--- src/rtl/uart_pkg.sv ---
// Shared UART definitions: TX state encoding, parity helper, legal parameter ranges.
package uart_pkg;

  // Legal frame-format ranges, shared with the RX side.
  localparam int SIZE_MIN      = 5;
  localparam int SIZE_MAX      = 9;
  localparam int STOP_BITS_MIN = 1;
  localparam int STOP_BITS_MAX = 2;

  typedef enum logic [2:0] {
    IDLE   = 3'd0,
    START  = 3'd1,
    DATA   = 3'd2,
    PARITY = 3'd3,
    STOP   = 3'd4
  } tx_state_e;

  // Parity over a zero-extended word; zero padding does not change the XOR.
  // odd=0 gives even parity (bit makes total ones even), odd=1 gives odd parity.
  function automatic logic calc_parity(input logic [SIZE_MAX-1:0] word, input logic odd);
    return (^word) ^ odd;
  endfunction

endpackage

--- src/rtl/uart_tx_shifter.sv ---
// TX datapath: frame shift register, data-bit counter and parity captured at load.
module uart_tx_shifter
  import uart_pkg::*;
#(
  parameter int SIZE       = 8,
  parameter bit PARITY_ODD = 1'b0
) (
  input  logic            i_clk,
  input  logic            i_rst_n,
  input  logic            i_load,     // take a new word from the holding register
  input  logic            i_shift,    // advance to the next data bit
  input  logic            i_clr_cnt,  // restart the bit counter at the first data bit
  input  logic [SIZE-1:0] i_data,
  output logic            o_bit0,     // bit currently at the LSB of the shifter
  output logic            o_bit1,     // bit that becomes the LSB after the next shift
  output logic            o_last,     // counter is on the final data bit
  output logic            o_par       // parity of the loaded word
);

  localparam int CNT_W = $clog2(SIZE);

  logic [SIZE-1:0]  r_shift;
  logic [CNT_W-1:0] r_bit_cnt;
  logic             r_par;

  // Load / shift register; parity is frozen at load so it tracks the word, not the shifter.
  always_ff @(posedge i_clk or negedge i_rst_n) begin
    if (!i_rst_n) begin
      r_shift   <= '0;
      r_bit_cnt <= '0;
      r_par     <= 1'b0;
    end else if (i_load) begin
      r_shift   <= i_data;
      r_bit_cnt <= '0;
      r_par     <= calc_parity(SIZE_MAX'(i_data), PARITY_ODD);
    end else if (i_shift) begin
      r_shift   <= {1'b0, r_shift[SIZE-1:1]};
      r_bit_cnt <= r_bit_cnt + CNT_W'(1);
    end else if (i_clr_cnt) begin
      r_bit_cnt <= '0;
    end
  end

  assign o_bit0 = r_shift[0];
  assign o_bit1 = r_shift[1];
  assign o_last = (r_bit_cnt == CNT_W'(SIZE - 1));
  assign o_par  = r_par;

endmodule

--- src/rtl/uart_tx_control.sv ---
// UART transmit control: holding register + handshake feeding a frame FSM that
// drives start / data (LSB first) / optional parity / stop bits on TXD.
// Frame timing advances only on TXC strobes; all outputs come straight from flops.
module uart_tx_control
  import uart_pkg::*;
#(
  parameter int SIZE       = 8,     // SIZE_MIN..SIZE_MAX
  parameter bit PARITY_EN  = 1'b0,
  parameter bit PARITY_ODD = 1'b0,
  parameter int STOP_BITS  = 1      // STOP_BITS_MIN..STOP_BITS_MAX
) (
  input  logic            i_clk,
  input  logic            i_rst_n,
  input  logic            i_txc,
  input  logic [SIZE-1:0] i_tx_data,
  input  logic            i_tx_valid,
  output logic            o_tx_ready,
  output logic            o_txd,
  output logic            o_txen,
  output logic            o_txempty
);

  tx_state_e       r_state, w_state_nxt;
  logic [SIZE-1:0] r_hold;
  logic            r_hold_full, w_hold_full_nxt;
  logic            r_tx_ready;
  logic            r_txd, w_txd_nxt;
  logic            r_txen, w_txen_nxt;
  logic            r_txempty;
  logic            r_stop_cnt;

  logic w_accept;
  logic w_load, w_shift, w_clr_cnt;
  logic w_stop_clr, w_stop_inc, w_stop_last;
  logic w_bit0, w_bit1, w_last, w_par;

  // Ready is a registered copy of "holding empty", so a write arriving on the
  // same edge as a transfer is simply taken one cycle later.
  assign w_accept    = i_tx_valid & r_tx_ready;
  assign w_stop_last = (r_stop_cnt == 1'(STOP_BITS - 1));

  uart_tx_shifter #(
    .SIZE       (SIZE),
    .PARITY_ODD (PARITY_ODD)
  ) u_shifter (
    .i_clk     (i_clk),
    .i_rst_n   (i_rst_n),
    .i_load    (w_load),
    .i_shift   (w_shift),
    .i_clr_cnt (w_clr_cnt),
    .i_data    (r_hold),
    .o_bit0    (w_bit0),
    .o_bit1    (w_bit1),
    .o_last    (w_last),
    .o_par     (w_par)
  );

  // Next-state and next-output decode; nothing moves except on a TXC strobe.
  always_comb begin
    w_state_nxt = r_state;
    w_txd_nxt   = r_txd;
    w_txen_nxt  = r_txen;
    w_load      = 1'b0;
    w_shift     = 1'b0;
    w_clr_cnt   = 1'b0;
    w_stop_clr  = 1'b0;
    w_stop_inc  = 1'b0;
    if (i_txc) begin
      case (r_state)
        IDLE: begin
          if (r_hold_full) begin
            w_state_nxt = START;
            w_txd_nxt   = 1'b0;
            w_txen_nxt  = 1'b1;
            w_load      = 1'b1;
          end
        end
        START: begin
          w_state_nxt = DATA;
          w_txd_nxt   = w_bit0;
          w_clr_cnt   = 1'b1;
        end
        DATA: begin
          if (!w_last) begin
            w_shift   = 1'b1;
            w_txd_nxt = w_bit1;
          end else if (PARITY_EN) begin
            w_state_nxt = PARITY;
            w_txd_nxt   = w_par;
          end else begin
            w_state_nxt = STOP;
            w_txd_nxt   = 1'b1;
            w_stop_clr  = 1'b1;
          end
        end
        PARITY: begin
          w_state_nxt = STOP;
          w_txd_nxt   = 1'b1;
          w_stop_clr  = 1'b1;
        end
        STOP: begin
          if (!w_stop_last) begin
            w_stop_inc = 1'b1;
          end else if (r_hold_full) begin
            // Back-to-back: next start bit follows the last stop bit directly.
            w_state_nxt = START;
            w_txd_nxt   = 1'b0;
            w_load      = 1'b1;
          end else begin
            w_state_nxt = IDLE;
            w_txen_nxt  = 1'b0;
          end
        end
        default: begin
          w_state_nxt = IDLE;
          w_txd_nxt   = 1'b1;
          w_txen_nxt  = 1'b0;
        end
      endcase
    end
  end

  // Transfer and accept are mutually exclusive: a transfer needs holding full, accept needs it empty.
  assign w_hold_full_nxt = w_load ? 1'b0 : (w_accept ? 1'b1 : r_hold_full);

  // FSM state and registered line outputs.
  always_ff @(posedge i_clk or negedge i_rst_n) begin
    if (!i_rst_n) begin
      r_state <= IDLE;
      r_txd   <= 1'b1;
      r_txen  <= 1'b0;
    end else begin
      r_state <= w_state_nxt;
      r_txd   <= w_txd_nxt;
      r_txen  <= w_txen_nxt;
    end
  end

  // Holding register and the registered handshake / empty flags derived from it.
  always_ff @(posedge i_clk or negedge i_rst_n) begin
    if (!i_rst_n) begin
      r_hold      <= '0;
      r_hold_full <= 1'b0;
      r_tx_ready  <= 1'b1;
      r_txempty   <= 1'b1;
    end else begin
      if (w_accept) r_hold <= i_tx_data;
      r_hold_full <= w_hold_full_nxt;
      r_tx_ready  <= !w_hold_full_nxt;
      r_txempty   <= (w_state_nxt == IDLE) && !w_hold_full_nxt;
    end
  end

  // Stop-bit period counter; one bit is enough for up to two stop bits.
  always_ff @(posedge i_clk or negedge i_rst_n) begin
    if (!i_rst_n) begin
      r_stop_cnt <= 1'b0;
    end else if (w_stop_clr) begin
      r_stop_cnt <= 1'b0;
    end else if (w_stop_inc) begin
      r_stop_cnt <= r_stop_cnt + 1'b1;
    end
  end

  assign o_tx_ready = r_tx_ready;
  assign o_txd      = r_txd;
  assign o_txen     = r_txen;
  assign o_txempty  = r_txempty;

endmodule

--- config.mk ---
export PLATFORM = sky130hd
export DESIGN_NAME = uart_tx_control
export DESIGN_NICKNAME = d
export VERILOG_FILES = /design/src/rtl/uart_pkg.sv /design/src/rtl/uart_tx_shifter.sv /design/src/rtl/uart_tx_control.sv
export SDC_FILE = /design/constraint.sdc
export NUM_CORES = 1
export LEC_CHECK = 0
export ABC_CLOCK_PERIOD_IN_PS = 6100
export CAP_MARGIN = 5
export CORE_ASPECT_RATIO = 1.25
export CORE_MARGIN = 2
export CORE_UTILIZATION = 56
export CTS_BUF_LIST = sky130_fd_sc_hd__clkbuf_8 sky130_fd_sc_hd__clkbuf_16
export DETAILED_ROUTE_END_ITERATION = 16
export PLACE_DENSITY = 0.8
export SYNTH_ARGS = -nofsm -noshare
export SYNTH_HDL_FRONTEND = slang
export SYNTH_SLANG_ARGS = --single-unit
export TNS_END_PERCENT = 1
--- constraint.sdc ---
create_clock -name i_clk -period 6.1 [get_ports i_clk]
set_clock_uncertainty 0.2 [all_clocks]
set_input_delay 0.61 -clock i_clk [delete_from_list [all_inputs] [get_ports i_clk]]
set_output_delay 0.61 -clock i_clk [all_outputs]
set_load 0.005 [all_outputs]
After elaboration in Yosys (flattened, before gate mapping) --
Cells that the tools add are included.
Word-level totals: output and inout bits 4, logic and storage cells 70, register bits 28, bits of input ports 12
Operators by class: equal/unequal tests 8, add/subtract/negate cells 2, bitwise operators 2, reductions and logical operators 10, muxes and demuxes 38
Operators with widths (number):
- two-way mux 1 bit | 24
- two-way mux 3 bit | 7
- two-way mux 8 bit | 2
- one-hot mux 3 bit (5 select lines) | 1
- equality test 3 x 2 -> 1 bit, second input constant | 2
- equality test 3 bit, second input constant | 2
- zero test 3 bit | 2
- != test 2 bit, second input constant | 3
- AND reduction 5 bit | 1
- one-hot mux 1 bit (2 select lines) | 2
- one-hot mux 1 bit (4 select lines) | 1
- nonzero test 2 bit | 2
- adder 3 x 1 -> 3 bit, second input constant | 1
- equality test 3 x 1 -> 1 bit, second input constant | 1
- one-hot mux 1 bit (3 select lines) | 1
- nonzero test 3 bit | 1
- OR reduction 3 bit | 1
- AND reduction 2 bit | 1
- adder 1 bit, second input constant | 1
- AND 1 bit | 1
- logical AND 1 bit | 1
- zero test 1 bit | 1
- inverter 1 bit | 1

Logic depth before layout (Yosys ltp) --
Gate-level depths: netlist of run 1.
depth in word-level cells 7, mapped depth 5

Hierarchy --
A second synthesis of run 1 with hierarchy kept.
Unflattened totals: cells, all modules 123, area, all modules 1370.1 um^2
By module, submodules not included:
- uart_tx_control | times used 1, sequential area each 429.2 um^2, area each 770.7 um^2, cells each 65
- uart_tx_shifter | times used 1, sequential area each 300.3 um^2, area each 599.3 um^2, cells each 58

Worst setup path before layout of run 1 --
Ideal clock, no wire load.
path kind flip-flop to flip-flop, from register u_shifter.r_bit_cnt[0], to register u_shifter.r_bit_cnt[1], clock period less this slack 1999 ps, setup slack 4101 ps, cell stages (with the launch flop) 6, path buffers 0, data arrival time 1678 ps, path through dfrtp_1 -> ha_1 -> ha_1 -> or3b_1 -> a211o_1 -> a32o_1
Between the ends: word-level cells in the longest chain between the ends 6, elaborated cells on any way between the ends 8, classes of those cells 1 x add/sub; 1 x eq/ne; 5 x mux; 1 x reduce/logical
Ends and longest elaborated chain:
- start: declaration | RTL line uart_tx_shifter.sv:23 | logic [CNT_W-1:0] r_bit_cnt;
- start signal: assignment | RTL line uart_tx_shifter.sv:38 | r_bit_cnt <= r_bit_cnt + CNT_W'(1);
- equality test 3 bit | RTL line uart_tx_shifter.sv:46 | assign o_last = (r_bit_cnt == CNT_W'(SIZE - 1));
- two-way mux 1 bit | RTL line uart_tx_control.sv:84 | if (!w_last) begin
- two-way mux 1 bit | RTL line uart_tx_control.sv:69 | case (r_state)
- two-way mux 1 bit | RTL line uart_tx_control.sv:68 | if (i_txc) begin
- two-way mux 3 bit | RTL line uart_tx_shifter.sv:36 | end else if (i_shift) begin
- two-way mux 3 bit | RTL line uart_tx_shifter.sv:32 | end else if (i_load) begin
Parallel ways exist; a longest one is shown, timed or not. A chain may end at the register's enable or synchronous reset.

Final worst setup path of run 1 --
from input port i_txc, to register u_shifter.r_shift[3]
Between the ends: word-level cells in the longest chain between the ends 2, elaborated cells on any way between the ends 4, classes of those cells 3 x mux; 1 x reduce/logical
Ends and longest elaborated chain:
- start: declaration | RTL line uart_tx_control.sv:14 | input logic i_txc,
- two-way mux 1 bit | RTL line uart_tx_control.sv:68
- two-way mux 8 bit or nonzero test 2 bit (tied branches)
- end signal: assignment | RTL line uart_tx_shifter.sv:33 | r_shift <= i_data;
- end signal: assignment | RTL line uart_tx_shifter.sv:37 | r_shift <= {1'b0, r_shift[SIZE-1:1]};
- end: declaration | RTL line uart_tx_shifter.sv:22 | logic [SIZE-1:0] r_shift;
Parallel ways exist; a longest one is shown, timed or not.

==> results of run 1 <==
==> worst max path at each step <==
stage	endpoint	slack, ns
CTS	u_shifter.r_shift[3]	3.75
detailed placement	u_shifter.r_shift[3]	3.46
global route	u_shifter.r_shift[3]	3.58
finish	u_shifter.r_shift[3]	3.77
floorplan	u_shifter.r_bit_cnt[1]	4.10
global placement	u_shifter.r_shift[6]	3.57
==> synth_stat cells, drive strengths merged (2+ instances only) <==
| library cell | n |
|---|---|
| o21ai | 6 |
| or2 | 2 |
| dfstp | 3 |
| a21o | 3 |
| dfrtp | 25 |
| a221o | 6 |
| inv | 2 |
| nand4bb | 2 |
| buf | 2 |
| nand2 | 4 |
| ha | 2 |
| nor2 | 6 |
| a32o | 3 |
| and3 | 6 |
| mux2 | 8 |
| a21oi | 4 |
| clkbuf | 2 |
| and4bb | 2 |
==> worst max-delay path: stages <==
cell             delay (ns)
clkdlybuf4s50_1        0.69
nand4bb_1              0.18
a21oi_1                0.59
a221o_1                0.27
==> routing by layer <==
layer | up-vias | routed length (um) | track usage
met1 | 450 | 1040 | 0.266
met3 | 5 | 50 | 0.0218
met4 | 0 | 55 | 0.0992
met5 | - | 0 | 0
met2 | 12 | 1230 | 0.344
li1 | 434 | - | -
==> power by group through the flow <==
stage                     logic (mW)  registers, mW  clock network [mW]
after CTS                      0.270          0.350               0.149
final                          0.267          0.351               0.146
after floorplan                0.224          0.319                   0
after detailed placement       0.270          0.353                   0
after global routing           0.299          0.363               0.155
after global placement         0.259          0.350                   0
==> cells by family (layout without fill, tap and decap cells) <==
| logic type | after synthesis | in the layout | share of synthesized area |
|---|---|---|---|
| simple gates | 28 | 28 | 0.138 |
| fa+ha+maj | 2 | 2 | 0.0194 |
| flops | 28 | 28 | 0.546 |
| buf+inv | 7 | 23 | 0.0291 |
| compound gates | 32 | 32 | 0.190 |
| mux | 9 | 9 | 0.0776 |
==> per-stage QoR <==
step                cell area (um^2)  hold WS [ns]
finish                          1530         0.309
global route                    1530         0.335
CTS                             1530         0.313
detailed placement              1460         0.287
global placement                1460         0.277
floorplan                       1290         0.114
==> final cells by class <==
type	instances	area (um^2)
Inverter	3	11.3
Multi-Input combinational cell	71	548
Sequential cell	28	704
Clock inverter	1	30.0
Timing Repair Buffer	16	158
Fill cell	175	656
Tap cell	31	38.8
Clock buffer	3	41.3
==> sequential cells by signal, summed over array words and instances (netlist names) <==
register             count
o_tx_ready               1
o_txd                    1
o_txempty                1
o_txen                   1
r_hold                   8
r_hold_full              1
r_state                  3
r_stop_cnt               1
u_shifter.r_bit_cnt      3
u_shifter.r_shift        8
==> flow_summary_export.csv, run 1 <==
group,metric,value,unit
critical_path,critical_path_class,"in -> reg",
critical_path,r2r_start,"u_shifter.r_bit_cnt[0]",
min_path,holdPathEnd,"u_shifter.r_shift[7]",
global_route,grt_pass1_wl,4060,um
synth,ys.warnings.count,0,
clock_network,post_cts_buffers,0,
routing,drt-total-wl,2380,um
critical_path,end_kind,"register",
pwr,powerDensity,499,mW/mm^2
synth,async_reset_ff_frac,1.00,
clock_network,cts_tree,"done",
global_route,antenna_found_initial,0,
synth,synthesis.area,0.00129,mm^2
die,die_area,0.00271,mm^2
placed_design,gp_congestion,0.807,
sta,rsz0062_at_grt,"false",
global_route,grt_overflow_total,0,
sta,setup_violations,0,
min_path,hold_class,"reg -> reg",
clock_network,root_buffer,"clkbuf_8",
die,die_w,46.9,um
sta,hold_viol_final,0,
layout,nets,137,
critical_path,cp_max_fo,13,
synth,synthFlopType,"dfrtp_1",
critical_path,cp-startpoint,"i_txc",
synth,synth_edf_count,0,
critical_path,reg2reg_depth,5,
placed_design,pre_cts_slack,3.46,ns
synth,synthTopCellsByArea,"dfrtp_1 48%, mux2_2 7.0%, dfstp_2 6.1%, a221o_1 4.7%, and3_1 2.9%",
min_path,min_path_cells,1,
placed_design,place_hpwl,1660,um
layout,drive_above_1_share,0.189,
sta,clock.fmax,428,MHz
routing,wl_per_cell,15.5,um
sta,tightest_slew,0.710,ns
pwr,power,763,uW
global_route,grt_max_degree,29,
pwr,switchingPower,247,uW
die,die_h,57.7,um
pwr,peakVddDrop,0.340,mV
pwr,swShare,0.324,
critical_path,startpoint_type,"input pin",
clock_network,clock-sinks,28,
sta,setup_ws,3.77,ns
routing,drc,0,
routing,post_drt_via_cell_ratio,5.89,
sta,period_share,0.383,
die,start_util,0.590,
critical_path,arrival,2.35,ns
pwr,p_int,516,uW
synth,ys_seq_elements,28,
job,cap_viol_max_count,0,
outcome,outcome,"finished, final reports clean",
layout,area_growth,18.7,%
critical_path,r2r_setup_slack,3.97,ns
synth,synthesis.nets,120,
routing,dr.pass1.iters,4,
synth,avgSynthCellArea,12.2,um^2
synth,synth_seq_area_share,0.546,
clock_network,clockBufferDepth,2,
clock_network,path_clk_slew,0.09,ns
placed_design,portBuffers,15,
clock_network,clock_latency,0.28,ns
sta,period_minus_slack,2.33,ns
routing,dr.first_iter.drc_count,15,
sta,drv_slew,0,
min_path,min-delay-start,"u_shifter.r_shift[7]",
pwr,pwr-share-clk,0.191,
layout,mostFrequentLayoutCell,"dfrtp_1",
die,io_pins,16,
die,row_count,19,
layout,layout_common_cells,"25 x dfrtp_1, 15 x clkdlybuf4s50_1, 8 x mux2_2",
global_route,grt_use_total,0.208,
layout,fin_util,0.700,
synth,netlist.top_cell.by_area,"dfrtp_1",
clock_network,cts.repair.resized,0,
clock_network,cts_made_buffers,3,
routing,antenna_left,0,
critical_path,crit_required,6.12,ns
pwr,p_comb_frac,0.349,
routing,vias,901,
pwr,seqPwrFrac,0.459,
critical_path,r2r-end,"u_shifter.r_bit_cnt[1]",
sta,slew_headroom,0.527,
placed_design,dpl.cell_count,149,
synth,yosysTopAreaCellShare,0.485,
clock_network,ctsHoldBuffers,0,
pwr,p_leak,0.683,nW
sta,finalSetupTns,0,ns
die,core_area,0.00219,mm^2
layout,finalNonFillerCells,153,
global_route,grt_pass1_vias,919,
synth,synth.distinct_cells,38,
synth,synthCells,106,
clock_network,htreeDepth,1,
layout,n_antenna_cell,0,
Power figures use the tool's default switching activity.
==> inputs of run 2 (changes only) <==
--- a/config.mk
+++ b/config.mk
@@ -5,14 +5,14 @@
 export SDC_FILE = /design/constraint.sdc
 export NUM_CORES = 1
 export LEC_CHECK = 0
-export ABC_CLOCK_PERIOD_IN_PS = 6100
+export ABC_CLOCK_PERIOD_IN_PS = 1900
 export CAP_MARGIN = 5
 export CORE_ASPECT_RATIO = 1.25
 export CORE_MARGIN = 2
-export CORE_UTILIZATION = 56
+export CORE_UTILIZATION = 48
 export CTS_BUF_LIST = sky130_fd_sc_hd__clkbuf_8 sky130_fd_sc_hd__clkbuf_16
 export DETAILED_ROUTE_END_ITERATION = 16
-export PLACE_DENSITY = 0.8
+export PLACE_DENSITY = 0.73
 export SYNTH_ARGS = -nofsm -noshare
 export SYNTH_HDL_FRONTEND = slang
 export SYNTH_SLANG_ARGS = --single-unit
==> constraint.sdc (replaced) <==
create_clock -name i_clk -period 1.9 [get_ports i_clk]
set_clock_uncertainty 0.2 [all_clocks]
set_input_delay 0.19 -clock i_clk [delete_from_list [all_inputs] [get_ports i_clk]]
set_output_delay 0.19 -clock i_clk [all_outputs]
set_load 0.005 [all_outputs]
==> run 2 against run 1 <==
The flow now finishes with violations (setup timing). Sequential cell count is the same. Sequential power grew to 3.1 times the previous value. First-iteration DRC count is the same. Clock power grew 150%. Worst hold slack lost 0.23 ns. Design area grew 7.0%. Critical path type is now reg -> reg. Largest power group unchanged.
==> flow_summary_export.csv, run 2 (same netlist as run 1, synthesis figures left out) <==
group,metric,value,unit
global_route,grt_use_total,0.189,
sta,tightest_slew,0.388,ns
min_path,hold_class,"in -> async",
sta,period_minus_slack,2.00,ns
routing,dr.pass1.iters,4,
sta,slew_headroom,0.741,
routing,dr.first_iter.drc_count,15,
critical_path,r2r_setup_slack,-0.1,ns
global_route,antenna_found_initial,0,
sta,clock.fmax,500,MHz
sta,rsz0062_at_grt,"true",
outcome,outcome,"finished, violations left",
clock_network,cts_made_buffers,3,
layout,nets,148,
global_route,grt_pass1_vias,932,
clock_network,path_clk_slew,0.09,ns
placed_design,gp_congestion,0.801,
critical_path,crit_required,1.86,ns
clock_network,root_buffer,"clkbuf_8",
die,die_w,50.4,um
die,core_area,0.00263,mm^2
sta,finalSetupTns,-0.268,ns
layout,mostFrequentLayoutCell,"dfrtp_1",
clock_network,clockBufferDepth,2,
routing,antenna_left,0,
die,die_h,62.0,um
global_route,grt_pass1_wl,4390,um
outcome,violations,"setup timing",
global_route,grt_max_degree,29,
critical_path,end_kind,"register",
critical_path,startpoint_type,"register",
layout,finalNonFillerCells,167,
routing,post_drt_via_cell_ratio,5.75,
critical_path,critical_path_class,"reg -> reg",
die,row_count,21,
placed_design,portBuffers,15,
placed_design,dpl.cell_count,162,
placed_design,place_hpwl,1870,um
pwr,power,2.55,mW
pwr,powerDensity,1560,mW/mm^2
layout,area_growth,27.1,%
critical_path,arrival,1.96,ns
critical_path,cp_max_fo,3,
pwr,peakVddDrop,0.848,mV
sta,setup_violations,3,
die,io_pins,16,
layout,top_regs,"r_hold (8), u_shifter.r_shift (8)",
die,start_util,0.491,
critical_path,reg2reg_depth,5,
sta,setup_ws,-0.0999,ns
clock_network,cts_tree,"done",
sta,period_share,1.05,
layout,layout_common_cells,"25 x dfrtp_1, 15 x clkdlybuf4s50_1, 11 x buf_4, 8 x mux2_2",
critical_path,r2r_start,"u_shifter.r_bit_cnt[0]",
routing,drc,0,
critical_path,r2r-end,"u_shifter.r_bit_cnt[2]",
routing,vias,960,
layout,fin_area,0.00164,mm^2
pwr,p_leak,0.727,nW
job,cap_viol_max_count,0,
clock_network,htreeDepth,1,
clock_network,clock_latency,0.27,ns
critical_path,cp-startpoint,"u_shifter.r_bit_cnt[0]",
layout,drive_above_1_share,0.301,
placed_design,postPlaceCellArea,0.00155,mm^2
layout,n_antenna_cell,0,
layout,fin_util,0.624,
critical_path,crit_end,"u_shifter.r_bit_cnt[2]",
layout,fillers,210,
global_route,grt_overflow_total,0,
sta,hold_viol_final,0,
sta,drv_slew,0,
die,die_area,0.00312,mm^2
routing,wl_per_cell,15.4,um
clock_network,clock-sinks,28,
routing,drt-total-wl,2580,um
run 2: worst min path at each step:
stage / start / to / cells after the start
finish: i_rst_n / r_stop_cnt / 2
global placement: u_shifter.r_shift[7] / u_shifter.r_shift[7] / 1
CTS: i_rst_n / r_state[1] / 2
floorplan: i_rst_n / o_txen / 0
global route: i_rst_n / u_shifter.r_shift[3] / 2
detailed placement: u_shifter.r_shift[6] / u_shifter.r_shift[6] / 1
run 2: final cells by class:
cell class	count	area (um^2)	area share
inverters	3	11.3	0.00687
flip-flops and latches	28	704	0.430
multi-input cells	71	582	0.355
repair buffers	27	244	0.149
clock buffers	4	55.1	0.0336
well taps	34	42.5	0.0260
run 2: repair_timing:
item / in CTS / in global routing
setup endpoints to repair: 10 / 10
hold buffers: 0 / 0
hold endpoints to repair: 0 / 0
gates resized for setup: 2 / 4
buffers inserted: 1 / 0
pin swaps: 2 / 0
run 2: where the power goes:
group / leakage (nW) / switching (mW) / internal [mW] / total, mW
logic: 0.360 / 0.461 / 0.629 / 1.09
registers: 0.338 / 0.218 / 0.884 / 1.10
clock network: 0.0288 / 0.175 / 0.185 / 0.360
total: 0.727 / 0.854 / 1.70 / 2.55
run 2: worst max-delay path, cell delays in order, from the launching register on:
cell     delay [ns]
dfrtp_1        0.39
ha_2           0.20
ha_4           0.16
or3b_4         0.39
a211o_1        0.31
a32o_1         0.23
run 2: through the flow:
| step | hold WS (ns) | setup slack, ns |
|---|---|---|
| after global placement | 0.281 | -0.0720 |
| after CTS | 0.0943 | -0.0928 |
| after floorplan | -0.306 | -0.0538 |
| after detailed placement | 0.293 | -0.144 |
| after global routing | 0.110 | -0.147 |
| final | 0.0835 | -0.0999 |
run 2: metal layers:
| layer | GRT usage | share of wire |
|---|---|---|
| met1 | 0.232 | 0.44 |
| met3 | 0.0311 | 0.025 |
| met4 | 0.0811 | 0.0074 |
| met5 | 0 | 0 |
| met2 | 0.336 | 0.53 |
